## config.mk

```make
export PLATFORM = sky130hd
export DESIGN_NAME = cpu_run_ctrl
export DESIGN_NICKNAME = d
export VERILOG_FILES = /design/src/rtl/cpu_ctrl_pkg.sv /design/src/rtl/cpu_dump_seq.sv /design/src/rtl/cpu_run_ctrl.sv
export SDC_FILE = /design/constraint.sdc
export NUM_CORES = 1
export LEC_CHECK = 0
export BUFFER_PORTS_ARGS = -buffer_cell sky130_fd_sc_hd__buf_4
export CAP_MARGIN = 10
export CELL_PAD_IN_SITES_DETAIL_PLACEMENT = 0
export CELL_PAD_IN_SITES_GLOBAL_PLACEMENT = 1
export CORE_UTILIZATION = 38
export DETAILED_ROUTE_END_ITERATION = 10
export PLACE_DENSITY_LB_ADDON = 0.1
export SETUP_SLACK_MARGIN = 0.05
export SYNTH_ARGS = -nofsm -noshare
export SYNTH_HDL_FRONTEND = slang
export SYNTH_SLANG_ARGS = --single-unit
export TNS_END_PERCENT = 100
```

## constraint.sdc

```tcl
create_clock -name clk_i -period 3.1 [get_ports clk_i]
set_input_delay 0.155 -clock clk_i [delete_from_list [all_inputs] [get_ports clk_i]]
set_output_delay 0.155 -clock clk_i [all_outputs]
set_load 0.01 [all_outputs]
```

## src/rtl/cpu_ctrl_pkg.sv

```systemverilog
// rtl/cpu_ctrl_pkg.sv - shared types and constants for the CPU run sequencer
package cpu_ctrl_pkg;
   localparam int DW_DEF   = 32;
   localparam int NREG_DEF = 32;
   localparam int RF_AW    = 5;

   typedef enum logic [2:0] {
      ST_IDLE     = 3'd0,
      ST_LOAD     = 3'd1,
      ST_RUN      = 3'd2,
      ST_DUMP_RD  = 3'd3,
      ST_DUMP_OUT = 3'd4,
      ST_DONE     = 3'd5
   } run_state_t;
endpackage

```

## src/rtl/cpu_dump_seq.sv

```systemverilog
// rtl/cpu_dump_seq.sv - register scan-out: index counter, RF read capture and valid/ready output register
module cpu_dump_seq
   import cpu_ctrl_pkg::*;
#(
   parameter int DW   = DW_DEF,
   parameter int NREG = NREG_DEF
) (
   input  logic             i_clk,
   input  logic             i_rst,
   input  logic             i_clr,
   input  logic             i_rd,
   input  logic             i_abort,
   input  logic [DW-1:0]    i_rf_rdata,
   input  logic             i_ready,
   output logic [RF_AW-1:0] o_rf_raddr,
   output logic             o_valid,
   output logic [RF_AW-1:0] o_idx,
   output logic [DW-1:0]    o_data,
   output logic             o_hs,
   output logic             o_last
);
   logic [RF_AW-1:0] r_idx;
   logic [RF_AW-1:0] r_out_idx;
   logic [DW-1:0]    r_data;
   logic             r_valid;
   logic             w_last_idx;

   assign w_last_idx = (r_idx == RF_AW'(NREG - 1));
   assign o_hs       = r_valid & i_ready;
   assign o_last     = o_hs & w_last_idx;
   assign o_rf_raddr = r_idx;
   assign o_valid    = r_valid;
   assign o_idx      = r_out_idx;
   assign o_data     = r_data;

   always_ff @(posedge i_clk or posedge i_rst) begin
      if (i_rst) begin
         r_idx     <= '0;
         r_out_idx <= '0;
         r_data    <= '0;
         r_valid   <= 1'b0;
      end else begin
         if (i_clr) begin
            r_idx <= '0;
         end else if (o_hs && !w_last_idx) begin
            r_idx <= r_idx + 1'b1;
         end
         // abort outranks a pending read so no word is offered after it
         if (i_abort) begin
            r_valid <= 1'b0;
         end else if (i_rd) begin
            r_valid <= 1'b1;
         end else if (o_hs) begin
            r_valid <= 1'b0;
         end
         if (i_rd) begin
            r_data    <= i_rf_rdata;
            r_out_idx <= r_idx;
         end
      end
   end
endmodule

```

## src/rtl/cpu_run_ctrl.sv

```systemverilog
// rtl/cpu_run_ctrl.sv - run sequencer: program load, counted CPU run, freeze and register dump
module cpu_run_ctrl
   import cpu_ctrl_pkg::*;
#(
   parameter int IM_AW = 8,
   parameter int CNT_W = 16,
   parameter int DW    = DW_DEF,
   parameter int NREG  = NREG_DEF
) (
   input  logic             clk_i,
   input  logic             rst_i,
   input  logic             start_i,
   input  logic             abort_i,
   input  logic [IM_AW:0]   prog_len_i,
   input  logic [CNT_W-1:0] run_cycles_i,
   input  logic             load_valid_i,
   input  logic [DW-1:0]    load_data_i,
   output logic             load_ready_o,
   output logic             im_we_o,
   output logic [IM_AW-1:0] im_addr_o,
   output logic [DW-1:0]    im_wdata_o,
   output logic             cpu_rst_n_o,
   output logic             cpu_en_o,
   output logic [RF_AW-1:0] rf_raddr_o,
   input  logic [DW-1:0]    rf_rdata_i,
   output logic             dump_valid_o,
   input  logic             dump_ready_i,
   output logic [RF_AW-1:0] dump_idx_o,
   output logic [DW-1:0]    dump_data_o,
   output logic             busy_o,
   output logic             done_o
);
   localparam logic [IM_AW:0] IM_WORDS = {1'b1, {IM_AW{1'b0}}};

   run_state_t       r_state, w_next;
   logic [IM_AW:0]   r_len, r_wcnt, w_len_sat;
   logic [CNT_W-1:0] r_cycles, r_rcnt, w_cyc_nxt;
   logic             r_load_ready, r_cpu_rst_n, r_cpu_en, r_busy, r_done;
   logic             w_load_ready_nxt, w_cpu_rst_n_nxt, w_cpu_en_nxt, w_busy_nxt, w_done_nxt;
   logic             w_start, w_abort, w_beat, w_load_last, w_run_last;
   logic             w_hs, w_dump_last;

   assign w_abort     = abort_i && (r_state != ST_IDLE);
   assign w_start     = start_i && !w_abort && (r_state == ST_IDLE || r_state == ST_DONE);
   assign w_len_sat   = (prog_len_i > IM_WORDS) ? IM_WORDS : prog_len_i;
   assign w_cyc_nxt   = w_start ? run_cycles_i : r_cycles;
   assign w_beat      = load_valid_i & r_load_ready;
   assign w_load_last = w_beat && ((r_wcnt + 1'b1) == r_len);
   assign w_run_last  = (r_cycles == '0) || (r_rcnt == (r_cycles - 1'b1));

   assign im_we_o     = w_beat;
   assign im_addr_o   = w_beat ? r_wcnt[IM_AW-1:0] : '0;
   assign im_wdata_o  = w_beat ? load_data_i : '0;

   assign load_ready_o = r_load_ready;
   assign cpu_rst_n_o  = r_cpu_rst_n;
   assign cpu_en_o     = r_cpu_en;
   assign busy_o       = r_busy;
   assign done_o       = r_done;

   always_comb begin
      w_next = r_state;
      if (w_abort) begin
         w_next = ST_IDLE;
      end else if (w_start) begin
         w_next = (prog_len_i == '0) ? ST_RUN : ST_LOAD;
      end else begin
         case (r_state)
            ST_LOAD:     if (w_load_last) w_next = ST_RUN;
            ST_RUN:      if (w_run_last) w_next = ST_DUMP_RD;
            ST_DUMP_RD:  w_next = ST_DUMP_OUT;
            ST_DUMP_OUT: if (w_hs) w_next = w_dump_last ? ST_DONE : ST_DUMP_RD;
            default:     w_next = r_state;
         endcase
      end
      // outputs are registered from the next state so they align with it
      w_load_ready_nxt = (w_next == ST_LOAD);
      w_cpu_rst_n_nxt  = (w_next != ST_IDLE) && (w_next != ST_LOAD);
      w_cpu_en_nxt     = (w_next == ST_RUN) && (w_cyc_nxt != '0);
      w_busy_nxt       = (w_next != ST_IDLE) && (w_next != ST_DONE);
      w_done_nxt       = (w_next == ST_DONE);
   end

   always_ff @(posedge clk_i or posedge rst_i) begin
      if (rst_i) begin
         r_state      <= ST_IDLE;
         r_len        <= '0;
         r_wcnt       <= '0;
         r_cycles     <= '0;
         r_rcnt       <= '0;
         r_load_ready <= 1'b0;
         r_cpu_rst_n  <= 1'b0;
         r_cpu_en     <= 1'b0;
         r_busy       <= 1'b0;
         r_done       <= 1'b0;
      end else begin
         r_state      <= w_next;
         r_load_ready <= w_load_ready_nxt;
         r_cpu_rst_n  <= w_cpu_rst_n_nxt;
         r_cpu_en     <= w_cpu_en_nxt;
         r_busy       <= w_busy_nxt;
         r_done       <= w_done_nxt;
         if (w_start) begin
            r_len    <= w_len_sat;
            r_cycles <= run_cycles_i;
            r_wcnt   <= '0;
            r_rcnt   <= '0;
         end else begin
            if (w_beat) r_wcnt <= r_wcnt + 1'b1;
            if (r_state == ST_RUN) r_rcnt <= r_rcnt + 1'b1;
         end
      end
   end

   cpu_dump_seq #(
      .DW   (DW),
      .NREG (NREG)
   ) u_dump (
      .i_clk      (clk_i),
      .i_rst      (rst_i),
      .i_clr      (w_start),
      .i_rd       (r_state == ST_DUMP_RD),
      .i_abort    (w_abort),
      .i_rf_rdata (rf_rdata_i),
      .i_ready    (dump_ready_i),
      .o_rf_raddr (rf_raddr_o),
      .o_valid    (dump_valid_o),
      .o_idx      (dump_idx_o),
      .o_data     (dump_data_o),
      .o_hs       (w_hs),
      .o_last     (w_dump_last)
   );
endmodule
```

==> results.ini <==
[yosys]
ys_seq_elements=101
yosysSeqAreaShare=0.469
yosysUniqueCellTypes=59
syn-cell-area_um2=5390
synth-edff-count=0
avgSynthCellArea_um2=9.71
synth_flop_cell=dfrtp_1
syn_nets=655
async_flop_share=1.00
synth_cells=555
yosys_warnings=0

[die]
initial_utilization=0.390
core.rowCount=43
core_area_um2=13800
num_io_pins=184
dieArea_um2=14700
fp.dieW_um=121
die_y_um=121

[clock_network]
htreeDepth=3
cts_tree=done
cts_buffer_depth=2
clk-insertion-delay-late_ps=350
cts_buffers=9
cts.sinks=101
cts_root_buf=clkbuf_16
clkTransAtPathRegs_ps=70
postCtsSetupBuffers=0

[timing]
post-route-period-util=0.878
drv_slew=0
hold_viol=0
rsz0062_at_grt=false
final.setup.tns_ps=0
slew_headroom=0.394
layout_min_cycle_time_ps=2720
fin_skew_ps=6.95
fmax_mhz=367
tightestPinTransition_ps=906
setup_viol=0

[final_layout]
fill_cells=1315
syn_to_final_growth_pct=35.2
final_common_cell=buf_4
final_nets=829
design_area_um2=7280
drive_gt1_frac=0.358
antenna_cells=0
final_cell_mix=buf_4, dfrtp_1, nand2_1, and3_1, mux2_2

[placed_design]
port_buffers=183
dpl_cell_area_um2=6960
gp_congestion=0.841
dpl.hpwl_mm=11.5

[detailed_routing]
vias=4709
drc_errors=0
drt_iter0_drc=239
wl_per_cell_um=16.4
viasPerCell=5.15
wl_mm=15.0
drt_first_pass_iters=5
antenna_left=0

[grt]
antenna_found_initial=0
overflow=0
grt_usage=0.208
grt_pass1_wl_mm=23.4
grt_pass1_vias=4623
grt_max_degree=57

[worst_hold_path]
hold_class=input pin to register
hp-start=run_cycles_i[2]

[run_status]
status=completed

[worst_setup_path]
cp_data_required_time_ps=3360
critPathCaptureType=register
regToRegSetupSlack_ps=380
critPathLaunchType=register
critPathArrivalTime_ps=2980
path_class=register to register
worstPathMaxFanout=6
critPathLaunch=r_wcnt[0]
r2r-start=r_wcnt[0]

[power_and_ir_drop]
power.density_nw_per_um2=587
vdd_drop_max_uv=370
p_total_uw=4280
leakagePower_uw=0.00361

[job]
timing.max_cap.violations=0

-- logic make-up after synthesis --
logic type               share of synthesized area
flip-flops                                   0.469
AO/OA/AOI/OAI                               0.0820
XOR/XNOR                                    0.0829
adder cells (fa/ha/maj)                     0.0116
buffers and inverters                       0.0318
AND/OR/NAND/NOR                              0.243
multiplexers                                0.0792
-- critical path: stages, from the launching register on --
cell and delay, ps:
dfrtp_1 440, ha_1 280, nand3_1 140, or2_2 340, xnor2_1 130, nor4_1 450
a211o_1 170, a31oi_1 130, or2_4 290, nor4b_2 260
-- flip-flops by register name (all words and copies together), names as in the netlist, 3 cells and up --
register / flops
u_dump.o_data: 32
r_cycles: 16
r_rcnt: 16
r_len: 9
r_wcnt: 9
u_dump.o_idx: 5
u_dump.o_rf_raddr: 5
r_state: 3
-- routing by layer --
metal	vias to the layer above	track usage	wire length, um
li1	2274	-	-
met1	2245	0.253	6140
met2	173	0.364	7550
met3	17	0.0414	1000
met4	0	0.0748	299
met5	-	0	0
-- cell usage after synthesis, types with 3 or more instances --
cell	n	area, um2
or3_1	8	50.1
a22oi_1	3	22.5
inv_1	12	45.0
ha_1	5	62.6
a211oi_1	3	22.5
mux2_2	37	417
a31oi_1	6	37.5
nor2b_1	7	43.8
o21ai_0	24	120
nor2_1	36	135
nand3_1	11	55.1
or2_2	3	18.8
nor3_1	11	55.1
dfrtp_1	101	2530
nand2b_1	11	68.8
and3_1	44	275
nand4_1	10	62.6
nor3b_1	3	22.5
nand2_1	77	289
xnor2_1	25	219
a21oi_1	12	60.1
nor4_1	12	75.1
clkbuf_1	27	101
xor2_1	26	228
-- where the power goes --
group / switching (uW) / internal, uW
Clock: 542 / 663
Sequential: 214 / 1540
Combinational: 649 / 667
Total: 1400 / 2870
-- stage by stage --
step	hold WS [ps]	worst slack, ps	utilization	instances
floorplan	253	298	-	555
global placement	312	461	0.503	897
detailed placement	315	365	0.503	897
CTS	4.55	317	0.527	914
global route	17.7	173	0.527	914
finish	15.3	377	0.527	914
-- path summary, 6_finish.rpt --
path | endpoint | cells after the start
worst min-delay path | r_cycles[2] | 3
worst max-delay path | cpu_en_o | 9
max in group asynchronous | r_len[2] | 4
min in group asynchronous | u_dump.o_data[17] | 3
worst max register to register | cpu_en_o | 9
worst min register to register | r_len[8] | 2
-- final cells by class --
cell class / count / area [um2] / share of cell area
inverter: 12 / 47.5 / 0.00653
clock buffer: 10 / 239 / 0.0328
sequential: 101 / 2530 / 0.347
timing repair buffer: 194 / 1470 / 0.202
multi-input combinational: 411 / 2700 / 0.370
clock inverter: 6 / 77.6 / 0.0106
tap: 180 / 225 / 0.0309
-- what timing repair did --
item | in CTS | in global routing
setup endpoints to repair | 0 | 1
endpoints found under the hold margin | 54 | 0
gates resized for setup | 0 | 1
hold buffers | 1 | 0
Power figures use the tool's default switching activity.
